File: config.mk
export PLATFORM = sky130hd
export DESIGN_NAME = lcd_hd44780_responder
export DESIGN_NICKNAME = d
export VERILOG_FILES = /design/src/rtl/lcd_pkg.sv /design/src/rtl/lcd_ddram.sv /design/src/rtl/lcd_hd44780_responder.sv
export SDC_FILE = /design/constraint.sdc
export NUM_CORES = 2
export LEC_CHECK = 0
export CAP_MARGIN = 20
export CORE_MARGIN = 1
export CORE_UTILIZATION = 30
export CTS_BUF_LIST = sky130_fd_sc_hd__clkbuf_8
export CTS_CLUSTER_DIAMETER = 80
export DETAILED_ROUTE_END_ITERATION = 12
export MAX_ROUTING_LAYER = met4
export PLACE_DENSITY_LB_ADDON = 0.08
export SLEW_MARGIN = 30
export SYNTH_ARGS = -nofsm -noshare
export SYNTH_HDL_FRONTEND = slang
export SYNTH_HIERARCHICAL = 1
export SYNTH_SLANG_ARGS = --single-unit
File: constraint.sdc
create_clock -name clk -period 8.53 [get_ports clk]
set_input_delay 2.559 -clock clk [delete_from_list [all_inputs] [get_ports clk]]
set_output_delay 2.559 -clock clk [all_outputs]
set_load 0.05 [all_outputs]
File: src/rtl/lcd_pkg.sv
// Shared types, command masks and address-counter wrap helper for the
// HD44780-style display responder.
package lcd_pkg;

  typedef enum logic [1:0] {
    ST_IDLE  = 2'd0,
    ST_BUSY  = 2'd1,
    ST_CLEAR = 2'd2
  } lcd_state_e;

  typedef enum logic [3:0] {
    CMD_NOP,
    CMD_CLEAR,
    CMD_HOME,
    CMD_ENTRY,
    CMD_DISP,
    CMD_SHIFT,
    CMD_FUNC,
    CMD_CGRAM,
    CMD_DDRAM
  } lcd_cmd_e;

  localparam logic [7:0] CMD_DDRAM_MASK = 8'h80;
  localparam logic [7:0] CMD_CGRAM_MASK = 8'h40;
  localparam logic [7:0] CMD_FUNC_MASK  = 8'h20;
  localparam logic [7:0] CMD_SHIFT_MASK = 8'h10;
  localparam logic [7:0] CMD_DISP_MASK  = 8'h08;
  localparam logic [7:0] CMD_ENTRY_MASK = 8'h04;
  localparam logic [7:0] CMD_HOME_MASK  = 8'h02;
  localparam logic [7:0] CMD_CLEAR_MASK = 8'h01;

  localparam logic [7:0] LCD_BLANK = 8'h20;

  localparam logic [6:0] LINE1_END_2L   = 7'h27;
  localparam logic [6:0] LINE2_START_2L = 7'h40;
  localparam logic [6:0] LINE2_END_2L   = 7'h67;
  localparam logic [6:0] LINE_END_1L    = 7'h4F;

  // The highest set bit selects the instruction.
  function automatic lcd_cmd_e decode_cmd(input logic [7:0] d);
    lcd_cmd_e c;
    if      ((d & CMD_DDRAM_MASK) != 8'h00) c = CMD_DDRAM;
    else if ((d & CMD_CGRAM_MASK) != 8'h00) c = CMD_CGRAM;
    else if ((d & CMD_FUNC_MASK)  != 8'h00) c = CMD_FUNC;
    else if ((d & CMD_SHIFT_MASK) != 8'h00) c = CMD_SHIFT;
    else if ((d & CMD_DISP_MASK)  != 8'h00) c = CMD_DISP;
    else if ((d & CMD_ENTRY_MASK) != 8'h00) c = CMD_ENTRY;
    else if ((d & CMD_HOME_MASK)  != 8'h00) c = CMD_HOME;
    else if ((d & CMD_CLEAR_MASK) != 8'h00) c = CMD_CLEAR;
    else                                    c = CMD_NOP;
    return c;
  endfunction

  // Out-of-range addresses simply wrap modulo 128.
  function automatic logic [6:0] ac_step(input logic [6:0] ac,
                                         input logic       inc,
                                         input logic       two_line);
    logic [6:0] n;
    if (two_line) begin
      if (inc) n = (ac == LINE1_END_2L) ? LINE2_START_2L :
                   (ac == LINE2_END_2L) ? 7'h00 : ac + 7'd1;
      else     n = (ac == LINE2_START_2L) ? LINE1_END_2L :
                   (ac == 7'h00) ? LINE2_END_2L : ac - 7'd1;
    end else begin
      if (inc) n = (ac == LINE_END_1L) ? 7'h00 : ac + 7'd1;
      else     n = (ac == 7'h00) ? LINE_END_1L : ac - 7'd1;
    end
    return n;
  endfunction

endpackage

File: src/rtl/lcd_ddram.sv
// 128x8 display RAM: one write port, an async bus read port and a
// registered side read port that returns pre-write data on collisions.
module lcd_ddram (
  input  logic       clk,
  input  logic       rst_n,
  input  logic       we_i,
  input  logic [6:0] waddr_i,
  input  logic [7:0] wdata_i,
  input  logic [6:0] raddr_i,
  output logic [7:0] rdata_o,
  input  logic [6:0] side_addr_i,
  output logic [7:0] side_data_o
);

  logic [7:0] mem_q [128];
  logic [7:0] side_q;

  always_ff @(posedge clk) begin
    if (we_i) mem_q[waddr_i] <= wdata_i;
  end

  always_ff @(posedge clk or negedge rst_n) begin
    if (!rst_n) side_q <= 8'h00;
    else        side_q <= mem_q[side_addr_i];
  end

  assign rdata_o     = mem_q[raddr_i];
  assign side_data_o = side_q;

endmodule

File: src/rtl/lcd_hd44780_responder.sv
// Display end of the HD44780-style 8-bit bus: decodes strobes committed on
// the falling edge of E, holds DDRAM/AC/mode flags and models the busy flag.
module lcd_hd44780_responder
  import lcd_pkg::*;
#(
  parameter int CMD_CYCLES = 37,
  parameter int CLR_CYCLES = 1520,
  parameter int CNT_W      = 16
) (
  input  logic       clk,
  input  logic       reset,
  input  logic       E,
  input  logic       RS,
  input  logic       R_nW,
  input  logic [7:0] data_in,
  output logic [7:0] data_out,
  output logic       data_oe,
  output logic       busy,
  output logic [6:0] addr_cnt,
  output logic       disp_on,
  output logic       cursor_on,
  output logic       blink_on,
  output logic       entry_inc,
  output logic       entry_shift,
  output logic       func_8bit,
  output logic       func_2line,
  output logic       func_font,
  output logic       overrun,
  input  logic [6:0] rd_addr,
  output logic [7:0] rd_data
);

  // Counter is loaded with duration-1 so the busy window is exactly the duration.
  localparam logic [CNT_W-1:0] CMD_LOAD = CNT_W'(CMD_CYCLES - 1);
  localparam logic [CNT_W-1:0] CLR_LOAD = CNT_W'(CLR_CYCLES - 1);

  lcd_state_e       state_q, state_d;
  logic [CNT_W-1:0] cnt_q, cnt_d;
  logic [6:0]       clr_idx_q, clr_idx_d;
  logic [6:0]       ac_q, ac_d;
  logic             e_q;
  logic             disp_q, disp_d, cur_q, cur_d, blink_q, blink_d;
  logic             inc_q, inc_d, shift_q, shift_d;
  logic             f8_q, f8_d, f2l_q, f2l_d, ffont_q, ffont_d;
  logic             overrun_q, overrun_d;

  logic             commit;
  logic             mem_we;
  logic [6:0]       mem_waddr;
  logic [7:0]       mem_wdata;
  logic [7:0]       mem_rdata;

  assign commit = e_q & ~E;

  lcd_ddram u_ddram (
    .clk         (clk),
    .rst_n       (reset),
    .we_i        (mem_we),
    .waddr_i     (mem_waddr),
    .wdata_i     (mem_wdata),
    .raddr_i     (ac_q),
    .rdata_o     (mem_rdata),
    .side_addr_i (rd_addr),
    .side_data_o (rd_data)
  );

  always_ff @(posedge clk or negedge reset) begin
    if (!reset) begin
      state_q   <= ST_IDLE;
      cnt_q     <= '0;
      clr_idx_q <= 7'h00;
      ac_q      <= 7'h00;
      e_q       <= 1'b0;
      disp_q    <= 1'b0;
      cur_q     <= 1'b0;
      blink_q   <= 1'b0;
      inc_q     <= 1'b1;
      shift_q   <= 1'b0;
      f8_q      <= 1'b0;
      f2l_q     <= 1'b0;
      ffont_q   <= 1'b0;
      overrun_q <= 1'b0;
    end else begin
      state_q   <= state_d;
      cnt_q     <= cnt_d;
      clr_idx_q <= clr_idx_d;
      ac_q      <= ac_d;
      e_q       <= E;
      disp_q    <= disp_d;
      cur_q     <= cur_d;
      blink_q   <= blink_d;
      inc_q     <= inc_d;
      shift_q   <= shift_d;
      f8_q      <= f8_d;
      f2l_q     <= f2l_d;
      ffont_q   <= ffont_d;
      overrun_q <= overrun_d;
    end
  end

  always_comb begin
    state_d   = state_q;
    cnt_d     = cnt_q;
    clr_idx_d = clr_idx_q;
    ac_d      = ac_q;
    disp_d    = disp_q;
    cur_d     = cur_q;
    blink_d   = blink_q;
    inc_d     = inc_q;
    shift_d   = shift_q;
    f8_d      = f8_q;
    f2l_d     = f2l_q;
    ffont_d   = ffont_q;
    overrun_d = overrun_q;
    mem_we    = 1'b0;
    mem_waddr = ac_q;
    mem_wdata = data_in;

    case (state_q)
      ST_IDLE: begin
        if (commit) begin
          if (RS) begin
            // Data read and data write both advance AC and take a command slot.
            mem_we  = ~R_nW;
            ac_d    = ac_step(ac_q, inc_q, f2l_q);
            state_d = ST_BUSY;
            cnt_d   = CMD_LOAD;
          end else if (!R_nW) begin
            state_d = ST_BUSY;
            cnt_d   = CMD_LOAD;
            case (decode_cmd(data_in))
              CMD_DDRAM: ac_d = data_in[6:0];
              CMD_CGRAM: ;
              CMD_FUNC: begin
                f8_d    = data_in[4];
                f2l_d   = data_in[3];
                ffont_d = data_in[2];
              end
              CMD_SHIFT: if (!data_in[3]) ac_d = ac_step(ac_q, data_in[2], f2l_q);
              CMD_DISP: begin
                disp_d  = data_in[2];
                cur_d   = data_in[1];
                blink_d = data_in[0];
              end
              CMD_ENTRY: begin
                inc_d   = data_in[1];
                shift_d = data_in[0];
              end
              CMD_HOME: begin
                ac_d  = 7'h00;
                cnt_d = CLR_LOAD;
              end
              CMD_CLEAR: begin
                ac_d      = 7'h00;
                inc_d     = 1'b1;
                clr_idx_d = 7'h00;
                cnt_d     = CLR_LOAD;
                state_d   = ST_CLEAR;
              end
              default: begin
                state_d = ST_IDLE;
                cnt_d   = cnt_q;
              end
            endcase
          end
        end
      end
      ST_BUSY: begin
        if (cnt_q == '0) state_d = ST_IDLE;
        else             cnt_d   = cnt_q - 1'b1;
      end
      ST_CLEAR: begin
        mem_we    = 1'b1;
        mem_waddr = clr_idx_q;
        mem_wdata = LCD_BLANK;
        clr_idx_d = clr_idx_q + 7'd1;
        cnt_d     = cnt_q - 1'b1;
        if (clr_idx_q == 7'h7F) state_d = ST_BUSY;
      end
      default: state_d = ST_IDLE;
    endcase

    if (commit && state_q != ST_IDLE && !R_nW) overrun_d = 1'b1;
  end

  assign busy        = (state_q != ST_IDLE);
  assign data_oe     = E & R_nW;
  assign data_out    = !data_oe ? 8'h00 : (RS ? mem_rdata : {busy, ac_q});
  assign addr_cnt    = ac_q;
  assign disp_on     = disp_q;
  assign cursor_on   = cur_q;
  assign blink_on    = blink_q;
  assign entry_inc   = inc_q;
  assign entry_shift = shift_q;
  assign func_8bit   = f8_q;
  assign func_2line  = f2l_q;
  assign func_font   = ffont_q;
  assign overrun     = overrun_q;

endmodule

# Yosys cells after proc, flatten, opt, wreduce, memory -nomap -nowiden
# Memory sizes are Yosys's and may differ from the RTL's. A register that Yosys moved wholly into a read port is not among the register bits.
# Index checks and enable logic that the tools add are counted.
dict set report word_totals {
  ram_bits 1024
  memories 1
  output_inout_bits 34
  reg_bits 42
  input_bits 20
}
dict set report op_classes {
  n_reduce_logical 23
  n_eq_ne 26
  n_mux 56
  bitwise 5
  add_sub_neg 4
}
# name words width rd rd_ports_with_merged_regs write_ports line
set memory_table {}
lappend memory_table {u_ddram.mem_q 128 8 2 1 1 lcd_ddram.sv:15} ;# logic [7:0] mem_q [128];
# op n
set op_table {}
lappend op_table {{$mux 7} 20}
lappend op_table {{$mux 16} 4}
lappend op_table {{$pmux 16 s3} 1}
lappend op_table {{$reduce_and 5->1} 7}
lappend op_table {{$pmux 16 s2} 1}
lappend op_table {{$eq 7x7->1 const B} 4}
lappend op_table {{$mux 8} 3}
lappend op_table {{$pmux 7 s3} 1}
lappend op_table {{$mux 4} 5}
lappend op_table {{$eq 4x3->1 const B} 4}
lappend op_table {{$logic_not 16->1} 1}
lappend op_table {{$sub 16x1->16 const B} 1}
lappend op_table {{$add 7x1->7 const B} 2}
lappend op_table {{$mux 2} 7}
lappend op_table {{$ne 2x2->1 const B} 7}
lappend op_table {{$pmux 7 s2} 1}
lappend op_table {{$mux 3} 4}
lappend op_table {{$eq 4x2->1 const B} 2}
lappend op_table {{$eq 7x6->1 const B} 1}
lappend op_table {{$logic_not 7->1} 1}
lappend op_table {{$reduce_or 7->1} 1}
lappend op_table {{$sub 7x1->7 const B} 1}
lappend op_table {{$ne 3x3->1 const B} 2}
lappend op_table {{$pmux 2 s3} 1}
lappend op_table {{20 further kinds} 32}

# Longest topological paths before layout
dict set report logic_depth {
  word_depth 19
  mapped_depth 11
  mapped_depth_nobuf 8
}

# By module
# The synthesis kept the hierarchy.
# mod area_each_um2 seq_area_each_um2 cells_per_inst n_inst
set modules_own_cells {}
lappend modules_own_cells {lcd_ddram 47678.2 30949.7 2055 1}
lappend modules_own_cells {lcd_hd44780_responder 3138.0 1052.3 381 1}

# Least setup slack after synthesis
# Ideal clock, no wire load.
dict set report synth_timing {
  kind {input to register}
  from {input data_in[4]}
  to {memory u_ddram.mem_q[0][4] (data pin)}
  path_slack_ns 1.708
  arrival_time_ns 5.994
  path_stages 2
  required_ns 7.702
  setup_time_ns 0.828
  path_cell_list {clkbuf_1 > nor2b_1}
}
dict set report synth_between {
  elab_chain_len 1
}
# item line
set synth_lines {}
lappend synth_lines {{start, declared} lcd_hd44780_responder.sv:15} ;# input logic [7:0] data_in,
lappend synth_lines {{$mux 8} lcd_hd44780_responder.sv:119} ;# case (state_q)
lappend synth_lines {{net mem_wdata[4]} lcd_hd44780_responder.sv:50} ;# logic [7:0] mem_wdata;
lappend synth_lines {{end, declared} lcd_ddram.sv:15}
# The timed path passes the listed nets, and every way through them passes these cells.

# Final worst setup path
dict set report layout_timing {
  from {register ac_q[2], in the netlist addr_cnt[2]}
  to {output data_out[7]}
}
dict set report layout_between {
  elab_chain_len 3
}
# item line
set layout_lines {}
lappend layout_lines {{start, declared} lcd_hd44780_responder.sv:40} ;# logic [6:0] ac_q, ac_d;
lappend layout_lines {{start signal, assigned} lcd_hd44780_responder.sv:72} ;# ac_q <= 7'h00;
lappend layout_lines {{start signal, assigned} lcd_hd44780_responder.sv:87} ;# ac_q <= ac_d;
lappend layout_lines {{$mem_v2 128x8} n/a}
lappend layout_lines {{net mem_rdata[7]} lcd_hd44780_responder.sv:51} ;# logic [7:0] mem_rdata;
lappend layout_lines {{$mux 8 (2 in series)} lcd_hd44780_responder.sv:188} ;# assign data_out = !data_oe ? 8'h00 : (RS ? mem_rdata : {busy, ac_q});
lappend layout_lines {{end, declared} lcd_hd44780_responder.sv:16} ;# output logic [7:0] data_out,
# The timed path passes the listed nets, and every way through them passes these cells.

==> metrics.md <==
| Metric | Value |
|---|---|
| Net Switching | `0.00499 W` |
| FMAX | `125 MHz` |
| Fin nets | `2,654` |
| Remaining Overflow, GRT | `0` |
| Initial antenna violation count | `17` |
| Via count | `27,621` |
| Main flop type after synthesis | `edfxtp_1` |
| Clock share of power | `30.3%` |
| Design Area, Final | `0.0583 mm2` |
| CP max FO | `42` |
| Hold-fix buffers, CTS | `0` |
| Setup TNS | `0 ns` |
| DR vias/cell | `5.53` |
| Core area | `0.168 mm2` |
| Max clock buf depth | `3` |
| Post-synth EDFFs | `1,024` |
| CTS buffer count | `194` |
| MaxCap Viol Count | `0` |
| Starting DRT DRC Count | `2,894` |
| Clock Tree Root | `clkbuf_8` |
| Critical Path Sink | `data_out[7]` |
| Worst r2r dst | `u_ddram/mem_q[112][6]` |
| Critical path class | `flip-flop to primary output` |
| Seq/Total Area, Yosys | `63.0%` |
| Pint | `0.0101 W` |
| Yosys cell types | `70` |
| Crit path arrival time | `5.42 ns` |
| Post-route ant nets | `0` |
| Max-slew headroom | `33.1%` |
| CP endpoint kind | `primary output` |
| RR Startpoint | `state_q[1]` |
| Skew-Pair Late Insertion Delay | `0.94 ns` |
| Reg power frac | `40.1%` |
| Htree depth | `4` |
| GP Congestion | `0.789` |
| Postcts setup bufs | `0` |
| DRC | `0` |
| Initial DRT Pass Iterations | `5` |
| Die Ht | `414 um` |
| Mapped cell area | `0.0508 mm2` |
| Vias in the first global route | `29,245` |
| Share of cells above drive strength 1 | `40.8%` |
| First-pass GRT wire length | `233 mm` |
| Worst-Margin Slew | `1.00 ns` |
| Synthesized netlist cell count | `2,436` |
| Worst Path Required | `5.97 ns` |
| Routed WL per cell | `33.5 um` |
| Final hold vios | `0` |
| Die X | `414 um` |
| PostCTS Resize Cnt | `0` |
| Full die area | `0.171 mm2` |
| Async SR Flop Fraction | `4.66%` |
| Io pins | `54` |
| Max Slew Vio Count | `0` |
| Peak supply drop | `0.000133 V` |
| IO Port Bufs | `53` |
| Starting Density | `30.3%` |
| Fin crit share | `93.6%` |
| Number of synthesized register bits | `1,074` |
| # rows | `150` |
| CTS tree | `done` |
| Dpl cell area | `0.0547 mm2` |
| Total track usage | `20.4%` |
| Outcome | `complete, no violations` |
| Worst hold path class | `flip-flop to flip-flop` |
| Crit path time final | `7.98 ns` |
| Clock transition at the registers of the reported paths | `0.06 ns` |
| Worst r2r path cells | `9` |
| Static Leakage | `18.0 nW` |
| Drt total wl | `168 mm` |
| Yosys warns | `6` |
| DP HPWL | `107 mm` |
| Switching part of the total power | `33.0%` |
| Average size of a mapped cell | `20.9 um2` |
| Skew final | `0.0434 ns` |
| Area delta synth->final | `14.8%` |
| Largest net degree at the start of global routing | `101` |
| Internal reg-to-reg setup slack | `4.19 ns` |
| Worst setup startpoint | `addr_cnt[2]` |
| Syn nets | `2,464` |
| Final setup vio count | `0` |
| Clk sinks | `1,074` |
| RSZ-0062 raised after global routing | `no` |
| Comb power frac | `29.6%` |
| Critical Path Start Type | `flip-flop` |
| PD cells | `259 mW/mm2` |
==> cell families (layout without fill, tap and decap cells) <==
family,count (synthesis),count (layout),share of synthesized area [%]
xor+xnor,8,8,0.138
fa+ha+maj,8,8,0.197
buf+inv,205,553,1.71
compound gates,113,113,1.52
mux,707,707,30.5
flops,1074,1074,63.0
simple gates,321,321,2.93
other cells,0,10,0
==> stage by stage <==
stage | utilization [%] | worst slack [ns] | hold WS [ns] | std cells | total power, W
detailed placement | 32.6 | 1.21 | 0.467 | 4633 | 0.0107
floorplan | - | 1.71 | 0.465 | 2436 | 0.00888
CTS | 34.7 | 0.365 | 0.480 | 4987 | 0.0153
finish | 34.8 | 0.548 | 0.472 | 4998 | 0.0151
global placement | 32.6 | 1.19 | 0.463 | 4632 | 0.0107
global route | 34.8 | 0.295 | 0.491 | 4993 | 0.0157
==> Yosys cell counts, types with 3 or more instances <==
library cell / number / area, um2
buf_1: 37 / 139
a21oi_1: 14 / 70.1
o211ai_1: 4 / 30.0
o41ai_1: 4 / 35.0
o21ai_0: 23 / 115
a22o_1: 6 / 52.6
mux4_2: 672 / 15100
buf_4: 7 / 52.6
mux2i_1: 10 / 100
a211oi_1: 7 / 52.6
nor2_1: 161 / 604
nor2b_1: 17 / 106
edfxtp_1: 1024 / 30700
o21ai_1: 10 / 50.1
o31ai_1: 5 / 37.5
nand4_1: 5 / 31.3
or3_1: 5 / 31.3
nor3_1: 17 / 85.1
clkbuf_1: 93 / 349
a222oi_1: 3 / 30.0
xnor2_1: 3 / 26.3
mux2_1: 3 / 33.8
nor4_1: 4 / 25.0
nand3_1: 22 / 110
dfrtp_1: 49 / 1230
nand2_1: 59 / 221
nand2b_1: 5 / 31.3
buf_2: 45 / 225
ha_1: 8 / 100
xor2_1: 5 / 43.8
inv_1: 19 / 71.3
a2111oi_0: 3 / 26.3
a31oi_1: 7 / 43.8
nand4b_1: 4 / 35.0
mux2_2: 22 / 248
and3_1: 5 / 31.3
a21o_1: 4 / 30.0
==> placed cells by master (no fill, tap or decap), types with 23 or more instances in the layout <==
master / Yosys / routed
edfxtp_1: 1024 / 1024
mux4_2: 672 / 672
clkbuf_8: 0 / 202
nor2_1: 161 / 125
buf_4: 7 / 106
inv_1: 19 / 71
clkinv_1: 1 / 60
nand2_1: 59 / 56
clkdlybuf4s50_1: 0 / 48
dfrtp_1: 49 / 44
nor2_2: 0 / 33
clkinv_2: 0 / 23
==> power by group through the flow <==
stage               Clock (W)  Combinational, W  Sequential, W
global placement            0           0.00444        0.00622
CTS                   0.00474           0.00451        0.00607
floorplan                   0           0.00280        0.00608
global route          0.00493           0.00469        0.00608
detailed placement          0           0.00450        0.00618
finish                0.00457           0.00447        0.00607
==> per-layer routing <==
metal / up-vias / GRT usage, % / share of wire [%]
li1: 11089 / - / -
met1: 15248 / 27.0 / 43
met2: 1044 / 30.7 / 47
met3: 240 / 5.12 / 7.2
met4: 0 / 6.61 / 2.9
met5: - / - / 0
==> how the worst min path moves through the flow <==
| stage | startpoint | end | slack [ns] | cells past startpoint |
|---|---|---|---|---|
| after detailed placement | overrun | overrun | 0.47 | 1 |
| after global placement | overrun | overrun | 0.46 | 1 |
| after CTS | overrun | overrun | 0.48 | 1 |
| final | overrun | overrun | 0.47 | 1 |
| after floorplan | cnt_q[12] | cnt_q[12] | 0.47 | 2 |
| after global routing | overrun | overrun | 0.49 | 1 |
==> state kept, by name, indices dropped and copies added, names as in the netlist, 2 cells and up <==
name                 flops
addr_cnt                 7
clr_idx_q                7
cnt_q                   16
state_q                  2
u_ddram/mem_q         1024
u_ddram/side_data_o      8
==> area by class of cell <==
cell class	count	area (um2)
Inverter	21	78.8
Clock buffer	202	2780
Multi-Input combinational cell	1157	18100
Tap cell	2204	2760
Sequential cell	1074	32000
Fill cell	15587	109000
Clock inverter	152	793
Timing Repair Buffer	178	1730
Antenna cell	10	25.0
==> worst max-delay path, cell delays in order, from the launching register on <==
cell and delay (ns):
dfrtp_4 1.00, buf_4 0.50, mux4_2 0.41, mux4_2 0.58, mux4_2 0.57, mux2_2 0.39, a21oi_1 0.20, nor2_1 0.06
clkdlybuf4s50_1 0.71
No activity file was read; power rests on OpenSTA's default activity.
